### src/rtl/asmd_divider.sv
// Restoring shift-subtract divider: 2w/w -> w quotient and w remainder.
// Optional done pulse under `ASMD_DIVIDER_DONE_PULSE_EN.
module asmd_divider #(
  parameter int word_length = 4
) (
  input  logic                       clk,
  input  logic                       reset,
  input  logic                       start,
  input  logic [2*word_length-1:0]   dividend,
  input  logic [word_length-1:0]     divisor,
  output logic [word_length-1:0]     quotient,
  output logic [word_length-1:0]     remainder,
  output logic                       ready,
  output logic                       overflow,
  output logic                       div_by_zero,
  output logic                       done
);

  localparam int W  = word_length;
  localparam int CW = $clog2(W + 1);

  typedef enum logic [1:0] {
    IDLE,
    CHECK,
    ITER
  } state_t;

  state_t         state_q, state_d;
  logic [W-1:0]   d_q, d_d;
  logic [W:0]     r_q, r_d;
  logic [W-1:0]   q_q, q_d;
  logic [CW-1:0]  cnt_q, cnt_d;
  logic [W-1:0]   quot_q, quot_d;
  logic [W-1:0]   rem_q, rem_d;
  logic           ovf_q, ovf_d;
  logic           dbz_q, dbz_d;
  logic           fin;

  logic [2*W:0]   rq_sh;
  logic [W:0]     r_sh;
  logic [W-1:0]   q_sh;
  logic [W:0]     d_ext;
  logic           r_ge;

  // Partial remainder stays below D before each shift, so the
  // (w+1)-bit shifted value never loses its top bit.
  assign rq_sh = {r_q, q_q} << 1;
  assign r_sh  = rq_sh[2*W:W];
  assign q_sh  = rq_sh[W-1:0];
  assign d_ext = {1'b0, d_q};
  assign r_ge  = (r_sh >= d_ext);

  always_comb begin
    state_d = state_q;
    d_d     = d_q;
    r_d     = r_q;
    q_d     = q_q;
    cnt_d   = cnt_q;
    quot_d  = quot_q;
    rem_d   = rem_q;
    ovf_d   = ovf_q;
    dbz_d   = dbz_q;
    fin     = 1'b0;

    unique case (state_q)
      IDLE: begin
        if (start) begin
          d_d     = divisor;
          r_d     = {1'b0, dividend[2*W-1:W]};
          q_d     = dividend[W-1:0];
          ovf_d   = 1'b0;
          dbz_d   = 1'b0;
          state_d = CHECK;
        end
      end

      CHECK: begin
        if (d_q == '0) begin
          dbz_d   = 1'b1;
          ovf_d   = 1'b1;
          quot_d  = '1;
          rem_d   = '0;
          fin     = 1'b1;
          state_d = IDLE;
        end else if (r_q >= d_ext) begin
          ovf_d   = 1'b1;
          quot_d  = '1;
          rem_d   = '0;
          fin     = 1'b1;
          state_d = IDLE;
        end else begin
          cnt_d   = CW'(W);
          state_d = ITER;
        end
      end

      ITER: begin
        if (r_ge) begin
          r_d = r_sh - d_ext;
          q_d = {q_sh[W-1:1], 1'b1};
        end else begin
          r_d = r_sh;
          q_d = q_sh;
        end
        cnt_d = cnt_q - CW'(1);
        if (cnt_q == CW'(1)) begin
          quot_d  = q_d;
          rem_d   = r_d[W-1:0];
          fin     = 1'b1;
          state_d = IDLE;
        end
      end

      default: state_d = IDLE;
    endcase
  end

  always_ff @(posedge clk or posedge reset) begin
    if (reset) begin
      state_q <= IDLE;
      d_q     <= '0;
      r_q     <= '0;
      q_q     <= '0;
      cnt_q   <= '0;
      quot_q  <= '0;
      rem_q   <= '0;
      ovf_q   <= 1'b0;
      dbz_q   <= 1'b0;
    end else begin
      state_q <= state_d;
      d_q     <= d_d;
      r_q     <= r_d;
      q_q     <= q_d;
      cnt_q   <= cnt_d;
      quot_q  <= quot_d;
      rem_q   <= rem_d;
      ovf_q   <= ovf_d;
      dbz_q   <= dbz_d;
    end
  end

`ifdef ASMD_DIVIDER_DONE_PULSE_EN
  logic done_q;

  always_ff @(posedge clk or posedge reset) begin
    if (reset) begin
      done_q <= 1'b0;
    end else begin
      done_q <= fin;
    end
  end

  assign done = done_q;
`else
  logic unused_fin;

  assign unused_fin = fin;
  assign done       = 1'b0;
`endif

  assign ready       = (state_q == IDLE);
  assign quotient    = quot_q;
  assign remainder   = rem_q;
  assign overflow    = ovf_q;
  assign div_by_zero = dbz_q;

endmodule

### config.mk
export PLATFORM = sky130hd
export DESIGN_NAME = asmd_divider
export DESIGN_NICKNAME = d
export VERILOG_FILES = /design/src/rtl/asmd_divider.sv
export SDC_FILE = /design/constraint.sdc
export NUM_CORES = 1
export LEC_CHECK = 0
export BUFFER_PORTS_ARGS = -buffer_cell sky130_fd_sc_hd__buf_2
export CORE_MARGIN = 3
export CORE_UTILIZATION = 49
export DETAILED_ROUTE_END_ITERATION = 8
export PLACE_DENSITY = 0.74
export SYNTH_ARGS = -nofsm -noshare
export SYNTH_HDL_FRONTEND = slang
export SYNTH_SLANG_ARGS = --single-unit
### constraint.sdc
create_clock -name clk -period 2 [get_ports clk]
set_clock_uncertainty 0.15 [all_clocks]
set_input_delay 0.1 -clock clk [delete_from_list [all_inputs] [get_ports clk]]
set_output_delay 0.1 -clock clk [all_outputs]
set_load 0.01 [all_outputs]
; Yosys cells after proc, flatten, opt, wreduce, memory -nomap -nowiden
; Index checks and enable logic that the tools add are counted.
[op_classes]
n_addsub = 2
order_cmp = 2
n_eq_ne = 9
muxes = 28
n_reduce_logical = 12
[ops]
columns = cell, n
row1 = two-way mux 4 bit, 7
row2 = case mux 4 bit (2 select lines), 3
row3 = AND reduction 3 bit, 4
row4 = greater-or-equal comparator 5 x 4 -> 1 bit, 2
row5 = two-way mux 5 bit, 2
row6 = != test 2 bit (second input constant), 5
row7 = case mux 5 bit (2 select lines), 1
row8 = two-way mux 2 bit, 4
row9 = two-way mux 3 bit, 2
row10 = case mux 2 bit (3 select lines), 1
row11 = case mux 3 bit (2 select lines), 1
row12 = AND reduction 2 bit, 3
row13 = nonzero test 2 bit, 3
row14 = two-way mux 1 bit, 5
row15 = subtractor 5 x 4 -> 5 bit, 1
row16 = zero test 4 bit, 1
row17 = case mux 1 bit (2 select lines), 2
row18 = == test 3 x 1 -> 1 bit (second input constant), 1
row19 = != test 3 bit (second input constant), 1
row20 = subtractor 3 x 1 -> 3 bit (second input constant), 1
row21 = == test 2 x 1 -> 1 bit (second input constant), 1
row22 = == test 2 bit (second input constant), 1
row23 = zero test 2 bit, 1
[word_totals]
ff_bits = 28
in_bits = 15
wordCells = 62

; Depth between registers and ports, before layout
; Gate-level depths: netlist of the first run.
[logic_depth]
depth_word = 4
ltp_mapped = 8
ltp_nobuf = 8

; Least setup slack after synthesis of the first run
; No wires, ideal clock.
[synth_path]
kind = register -> register
start = register r_q[0]
end = register quot_q[0], in the netlist quotient[0]
arrival_ns = 1.960
required_ns = 1.725
slack_ns = -0.235
stages_incl_launch_ff = 9
n_path_buf = 1
period_less_slack_ns = 2.235
cell_sequence = dfrtp_1 > inv_1 > ha_1 > nor2b_1 > o21ai_0 > a211o_1 > buf_6 > a22oi_4 > mux2_2
[synth_via]
elab_chain_len = 4
elab_cells_between_ends = 7
[synth_rtl]
columns = item, line
row1 = start: declaration, 30  ; logic [W:0] r_q, r_d;
row2 = start signal: assignment, 132  ; r_q <= r_d;
row3 = greater-or-equal comparator 5 x 4 -> 1 bit, 51  ; assign r_ge = (r_sh >= d_ext);
row4 = two-way mux 1 bit, 98  ; if (r_ge) begin
row5 = two-way mux 4 bit, 106  ; if (cnt_q == CW'(1)) begin
row6 = case mux 4 bit (2 select lines), 65  ; unique case (state_q)
row7 = end signal: assignment, 135  ; quot_q <= quot_d;
row8 = end: declaration, 33  ; logic [W-1:0] quot_q, quot_d;
; Several ways; a longest one is shown, not always the timed one. The select of a mux whose other input is x is not followed.
; A chain may end at the register's enable or synchronous reset.

; Worst setup path in the final report of the first run
[layout_path]
start = register r_q[0]
end = register rem_q[0], in the netlist remainder[0]
[layout_via]
elab_chain_len = 4
elab_cells_between_ends = 7
[layout_rtl]
columns = item, line
row1 = greater-or-equal comparator 5 x 4 -> 1 bit, 51
row2 = two-way mux 5 bit, 98
row3 = two-way mux 4 bit, 106
row4 = case mux 4 bit (2 select lines), 65
row5 = end signal: assignment, 136  ; rem_q <= rem_d;
row6 = end: declaration, 34  ; logic [W-1:0] rem_q, rem_d;
; Several ways; a longest one is shown, not always the timed one. The select of a mux whose other input is x is not followed.

==> flow_metrics.tcl, run 1 <==
set metrics [dict create \
    top_usage_layer "met2" \
    synth-compound-area-share_pct 14.8 \
    fp.dieH_um 62.2 \
    final_cell_mix "dfrtp_1 (28), buf_2 (25), nand2_1 (17)" \
    port_buffers 25 \
    final_antenna_net_count 0 \
    clock_latency_ns 0.34 \
    ys_warn_count 0 \
    synth_cell_types 43 \
    num_vias 1380 \
    start_kind "flop" \
    cp-end-kind "flop" \
    rows 19 \
    place_inst 232 \
    clk_path_buf_depth 2 \
    grt_pass1_wl_mm 6.57 \
    fin_ws_ns -0.196 \
    yosys.area_share.simple_pct 15.8 \
    final_common_cell "dfrtp_1" \
    drive_gt1_share_pct 39.0 \
    root_buffer "clkbuf_4" \
    synth.avg_cell_area_um2 9.93 \
    die_x_um 62.2 \
    numCtsBuffers 3 \
    tritoncts "built" \
    synth_edf_count 0 \
    synthMuxAreaShare_pct 6.79 \
    pin_count 27 \
    crit_path_max_fanout 5 \
    wl_mm 4.27 \
    final_area_um2 2230 \
    cap_violations 0 \
    drt_first_pass_iters 4 \
    seq_area_frac_synth_pct 45.2 \
    synth_flop_cell "dfrtp_1" \
    vias_per_cell 5.41 \
    outcome "finished, violations left" \
    synth_cells 156 \
    hpwl_mm 2.68 \
    setup_viol 12 \
    drtIter0Drc 62 \
    grt_usage_pct 21.1 \
    critPathKind "flop to flop" \
    start_util_pct 53.8 \
    grt_setup_unrepaired "yes" \
    remaining_drc_errors 0 \
    met2_usage_pct 36.3 \
    synth_top_family_by_area "simple AND/OR/NAND/NOR gates" \
    finalPower_mw 3.75 \
    grt-ovfl-total 0 \
    p_leak_nw 1.08 \
    ys_ff_latch 28 \
    nets 240 \
    cts_sinks 28 \
    antenna_found_initial 0 \
    period_share_pct 110 \
    peakVddDrop_uv 1190 \
    finalCriticalPeriod_ns 2.20 \
    fmax_ghz 0.455 \
    dpl_worst_slack_ns -0.0931 \
    netlist_area_um2 1550 \
    die_area_um2 3870 \
    post_dp_cell_area_um2 1820 \
    met3_usage_pct 3.96 \
    path_clk_slew_ns 0.16 \
    wl_per_cell_um 16.8 \
    hold_viol_final 0 \
    arrival_ns 2.30 \
    hold_path_class "input port to async pin" \
    synthXorXnorAreaFrac_pct 1.70 \
    diodes 0 \
    setup-tns-final_ns -1.82 \
    stdcell_count 255 \
    syn-num-nets 182 \
    drv_slew 0 \
    power_density_nw_per_um2 1680 \
    htreeDepth 1 \
    met1_usage_pct 26.2 \
    async_reset_ff_share_pct 100 \
    grt_pass1_vias 1435 \
    gpl.final_weighted_congestion 0.810 \
    synthAdderAreaFrac_pct 9.37 \
    area_growth_pct 43.8 \
    cp.required_ns 2.10 \
    violations "negative setup slack" \
    coreArea_um2 2880 \
    grt_start_max_net_pins 29 \
]
[repair_timing]
action                                 in CTS  in global routing
cloned                                      0                  0
resized for setup                          10                 28
pin swaps                                   0                 10
setup buffers                               0                  5
endpoints found under the hold margin      41                  0
setup endpoints to repair                  13                 14
hold buffers                               14                  0
[registers in the layout, summed over array words and instances (netlist names)]
signal / cells
q_q: 4
d_q: 4
remainder: 4
overflow: 1
r_q: 5
state_q: 2
cnt_q: 3
quotient: 4
div_by_zero: 1
[metal layers]
metal / vias to the layer above / part of all wire, %
met3: 14 / 5.4
li1: 652 / -
met4: 0 / 2.7
met1: 660 / 42
met2: 54 / 50
met5: - / 0
[synth_stat cells (2+ instances only)]
library cell  number  share of area [%]
a22o_1             2                1.1
o21ai_0           13                4.2
a31oi_1            2               0.81
mux2i_1            6                3.9
ha_1              10                8.1
o31ai_1            2               0.97
mux2_2             4                2.9
xnor2_1            2                1.1
nand2_1           19                4.6
inv_1             13                3.2
buf_2              3               0.97
nor2b_1            3                1.2
o21bai_1           2               0.97
a21oi_1            5                1.6
clkbuf_1           2               0.48
nor3b_1            2               0.97
nand2b_1           2               0.81
a21boi_0           2               0.97
nor2_1             7                1.7
nor3_1             3               0.97
dfrtp_1           28                 45
nand3_1            3               0.97
[path summary, 6_finish.rpt]
kind | to | startpoint | cells after the start | slack [ns]
min in group clk | d_q[3] | divisor[3] | 4 | 0.34
worst min-delay path | cnt_q[2] | reset | 4 | 0.18
worst min register to register | overflow | overflow | 1 | 0.37
worst max-delay path | remainder[0] | r_q[0] | 7 | -0.20
worst max register to register | remainder[0] | r_q[0] | 7 | -0.20
max in group asynchronous | r_q[0] | reset | 4 | 1.24
[cell families after synthesis]
logic type               Yosys count
adder cells (fa/ha/maj)           11
buffers and inverters             21
AND/OR/NAND/NOR                   48
flip-flops                        28
XOR/XNOR                           3
multiplexers                      10
other                              1
AO/OA/AOI/OAI                     34
[layout make-up]
cell class	count	area, um^2
Tap cell	42	52.6
Inverter	14	52.6
Timing Repair Buffer	60	442
Clock inverter	1	30.0
Sequential cell	28	701
Fill cell	177	649
Multi-Input combinational cell	107	927
Clock buffer	3	22.5
[critical path, cell delays in order, from the launching register on]
cell and delay (ns):
dfrtp_1 0.44, inv_2 0.09, ha_4 0.20, nor2b_1 0.10
o21ai_1 0.11, a211o_1 0.34, a22oi_4 0.32, mux2_4 0.34
[power breakdown]
group          leakage [nW]  internal, mW  switching [mW]
Clock                0.0279         0.203           0.185
Sequential            0.334         0.806           0.190
Combinational         0.714          1.17            1.20
Total                  1.08          2.18            1.57
[per-stage QoR]
| stage | utilization, % | hold WS, ns |
|---|---|---|
| final | 77.4 | 0.183 |
| after global routing | 77.4 | 0.228 |
| after CTS | 71.7 | 0.211 |
| after detailed placement | 63.3 | 0.0447 |
| after global placement | 63.3 | 0.0269 |
| after floorplan | - | 0.0154 |
Note: power is estimated with default switching activity, not from simulation.
==> run 2: changes to the inputs <==
Settings changed: CORE_MARGIN 3 to default.
==> flow_metrics.tcl, run 2 (synthesis gave the netlist of run 1 again) <==
set metrics [dict create \
    fin_hold_ws_ns 0.188 \
    cp_cell_sequence "ha_4, a21oi_2, o21ai_2, a211o_1, a22oi_4, mux2_4" \
    nets 239 \
    setup_viol 10 \
    drtIter0Drc 54 \
    grt_start_max_net_pins 29 \
    met2_usage_pct 42.4 \
    wl_mm 3.81 \
    coreArea_um2 3030 \
    die_x_um 58.2 \
    clk_path_buf_depth 2 \
    gpl.final_weighted_congestion 0.806 \
    top_usage_layer "met2" \
    drt_first_pass_iters 4 \
    fin_ws_ns -0.147 \
    hold_viol_final 0 \
    start_kind "flop" \
    tritoncts "built" \
    hpwl_mm 2.62 \
    drive_gt1_share_pct 36.8 \
    hold_path_class "input port to async pin" \
    power_density_nw_per_um2 1600 \
    period_share_pct 107 \
    grt_setup_unrepaired "yes" \
    slowest_stage "dfrtp_1" \
    wl_per_cell_um 14.9 \
    final_cell_mix "dfrtp_1 (27), buf_2 (25), buf_4 (19)" \
    remaining_drc_errors 0 \
    clock_latency_ns 0.34 \
    met1_usage_pct 33.2 \
    rows 20 \
    vias_per_cell 5.17 \
    diodes 0 \
    start_util_pct 51.2 \
    critical_path_buf_inv_count 0 \
    arrival_ns 2.24 \
    cap_violations 0 \
    grt-ovfl-total 0 \
    final_common_cell "dfrtp_1" \
    met3_usage_pct 3.57 \
    outcome "finished, violations left" \
    die_area_um2 3390 \
    peakVddDrop_uv 1100 \
    cp-end-kind "flop" \
    cts_sinks 28 \
    cp.required_ns 2.09 \
    critPathTopFamily "compound AO/OA/AOI/OAI gates" \
    area_growth_pct 38.9 \
    violations "negative setup slack" \
    port_buffers 25 \
    grt_pass1_wl_mm 6.40 \
    path_clk_slew_ns 0.16 \
    fmax_ghz 0.466 \
    p_leak_nw 1.05 \
    antenna_found_initial 0 \
    numCtsBuffers 3 \
    critPathKind "flop to flop" \
    finalPower_mw 3.43 \
    fp.dieH_um 58.2 \
    grt_usage_pct 25.1 \
    root_buffer "clkbuf_4" \
    finalCriticalPeriod_ns 2.15 \
    cpPeakStageDelay_ns 0.47 \
    grt_pass1_vias 1354 \
    top_register "r_q" \
    drv_slew 0 \
    largest_reg_flops 5 \
    htreeDepth 1 \
    num_vias 1324 \
    pin_count 27 \
    final_antenna_net_count 0 \
    crit_path_max_fanout 7 \
]
[run 2: cell count changes in the layout (fill, tap and decap cells not counted), sizes merged]
cell	change
buf	-1
bufinv	-1
clkbuf	+1
[run 2: worst register-to-register path, delay by kind of cell, from the launching register on]
kind                       cells  cell delay [ns]
DFF                            1             0.47
adders and majority gates      1             0.26
muxes                          1             0.34
AOI/OAI and AO/OA              4             0.82
[run 2: final timing paths]
check / startpoint / to / slack [ns] / cells after the start
worst min-delay path: reset / quotient[2] / 0.19 / 4
worst max-delay path: r_q[2] / remainder[0] / -0.15 / 6
worst max register to register: r_q[2] / remainder[0] / -0.15 / 6
worst min register to register: div_by_zero / div_by_zero / 0.37 / 1
max in group asynchronous: reset / r_q[1] / 1.22 / 4
min in group clk: divisor[3] / d_q[3] / 0.34 / 4
[run 2: through the flow]
step	instance area (um^2)	worst slack [ns]	std cells	util, %	TNS (ns)
5_1_grt	2150	-0.210	256	71.1	-2.06
2_1_floorplan	1560	-0.163	156	-	-0.652
3_5_place_dp	1830	-0.183	235	60.5	-1.52
3_3_place_gp	1830	-0.154	235	60.5	-0.867
6_report	2150	-0.147	256	71.1	-1.07
4_1_cts	2090	-0.185	255	69.2	-1.48
[run 2: layout make-up]
cell class / count / area, um^2
multi-input cells: 107 / 887
fillers: 231 / 876
flip-flops and latches: 28 / 702
repair buffers: 59 / 419
well taps: 44 / 55.1
inverters: 14 / 52.6
clock buffers: 4 / 36.3
[run 2: where the power goes]
group,leakage [nW],switching [mW],internal (mW)
Clock,0.0210,0.180,0.112
Combinational,0.697,1.05,1.09
Sequential,0.333,0.189,0.808
[run 2: repair_timing]
item / in CTS / in global routing
gates resized for setup: 13 / 14
endpoints found under the hold margin: 41 / 0
pin swaps: 6 / 7
buffers inserted: 2 / 1
setup endpoints to repair: 13 / 15
hold buffers: 14 / 0
cloned: 0 / 0
[run 2: metal layers]
metal	wire, um	share of wire, %
met3	168	4.4
met4	78	2.0
met1	1680	44
met5	0	0
met2	1880	49
==> run 3: changes to the inputs <==
Settings changed: GPL_TIMING_DRIVEN from default to 0.
==> flow_metrics.tcl, run 3 (synthesis gave the netlist of run 1 again) <==
set metrics [dict create \
    cap_violations 0 \
    slew_headroom_pct 29.0 \
    diodes 0 \
    grt_pass1_vias 1345 \
    fin_ws_ns -0.143 \
    finalCriticalPeriod_ns 2.14 \
    drt_first_pass_iters 4 \
    grt_setup_unrepaired "yes" \
    coreArea_um2 3030 \
    grt_start_max_net_pins 29 \
    critPathKind "flop to flop" \
    grt-ovfl-total 0 \
    num_vias 1363 \
    grt_pass1_wl_mm 5.98 \
    drv_slew 0 \
    final_cell_mix "buf_2 (27), dfrtp_1 (25), nand2_1 (17)" \
    grt_usage_pct 23.5 \
    cts_sinks 28 \
    area_growth_pct 44.8 \
    hold_path_class "input port to flop" \
    top_register "r_q" \
    p_leak_nw 1.08 \
    cp.required_ns 2.10 \
    worst_slew_pin_slew_ns 1.06 \
    crit_path_max_fanout 8 \
    final_antenna_net_count 0 \
    fin_hold_ws_ns 0.340 \
    seqCellArea_um2 704 \
    hold_viol_final 0 \
    hpwl_mm 2.40 \
    fmax_ghz 0.467 \
    wl_mm 3.84 \
    vias_per_cell 5.22 \
    clk_path_buf_depth 2 \
    clock_latency_ns 0.34 \
    rows 20 \
    violations "negative setup slack" \
    cp-end-kind "flop" \
    largest_reg_flops 5 \
    path_clk_slew_ns 0.16 \
    peakVddDrop_uv 721 \
    final_util_pct 74.1 \
    htreeDepth 1 \
    root_buffer "clkbuf_4" \
    gpl.final_weighted_congestion 0.826 \
    fp.dieH_um 58.2 \
    start_kind "flop" \
    multi_input_area_um2 907 \
    setup_viol 13 \
    start_util_pct 51.2 \
    pin_count 27 \
    remaining_drc_errors 0 \
    post_dp_cell_area_um2 1740 \
    wl_per_cell_um 14.7 \
    power_density_nw_per_um2 1630 \
    drive_gt1_share_pct 40.1 \
    arrival_ns 2.24 \
    fillers 225 \
    antenna_found_initial 0 \
    die_area_um2 3390 \
    final_common_cell "buf_2" \
    nets 244 \
    die_x_um 58.2 \
    final_area_um2 2240 \
    period_share_pct 107 \
    outcome "finished, violations left" \
    setup-tns-final_ns -1.11 \
    drtIter0Drc 48 \
    tritoncts "built" \
    numCtsBuffers 3 \
    port_buffers 25 \
]
==> run 3: final cells by class <==
| type | instances | area share [%] |
|---|---|---|
| Buffer | 6 | 1.45 |
| Clock buffer | 3 | 1.00 |
| Clock inverter | 1 | 1.34 |
| Inverter | 14 | 2.51 |
| Multi-Input combinational cell | 107 | 40.4 |
| Sequential cell | 28 | 31.4 |
| Tap cell | 44 | 2.45 |
| Timing Repair Buffer | 58 | 19.4 |
==> run 3: final timing paths <==
| path | start | end | slack (ns) | depth (start not counted) |
|---|---|---|---|---|
| min in group asynchronous | reset | q_q[1] | 0.39 | 3 |
| setup reg to reg | d_q[1] | quotient[3] | -0.14 | 8 |
| hold reg to reg | remainder[0] | remainder[0] | 0.38 | 1 |
| hold / removal | divisor[0] | d_q[0] | 0.34 | 4 |
| max in group asynchronous | reset | d_q[0] | 0.58 | 3 |
| setup / recovery | d_q[1] | quotient[3] | -0.14 | 8 |
==> run 3: worst max-delay path: stages (launching register included) <==
cell	delay, ns
dfrtp_1	0.41
inv_2	0.08
ha_1	0.30
nand2_1	0.07
o21ai_1	0.06
a211o_1	0.32
a22oi_4	0.21
buf_12	0.16
mux2_4	0.30
==> run 3: per-layer routing <==
layer	vias up	global-route usage [%]	part of all wire (%)
li1	656	-	-
met1	654	27.7	42
met2	45	41.9	52
met3	8	6.25	4.4
met4	0	6.80	1.3
met5	-	0	0
==> run 3: through the flow <==
step | worst slack (ns) | std cells | power (mW)
after floorplan | -0.163 | 156 | 2.11
after global placement | -0.335 | 225 | 2.43
after detailed placement | -0.394 | 225 | 2.51
after CTS | -0.233 | 256 | 3.28
after global routing | -0.201 | 261 | 3.89
final | -0.143 | 261 | 3.66
==> run 3: power by group <==
group          switching [mW]  internal (mW)  total [mW]
Sequential              0.194          0.811        1.01
Combinational            1.09           1.18        2.27
Clock                   0.177          0.203       0.380
Total                    1.46           2.20        3.66
==> run 3: repair_timing <==
action,in CTS,in global routing
endpoints found under the setup margin,14,16
resized for setup,15,23
buffers inserted,13,6
endpoints found under the hold margin,41,0
pin swaps,9,16
gates cloned,0,0
hold buffers,14,0
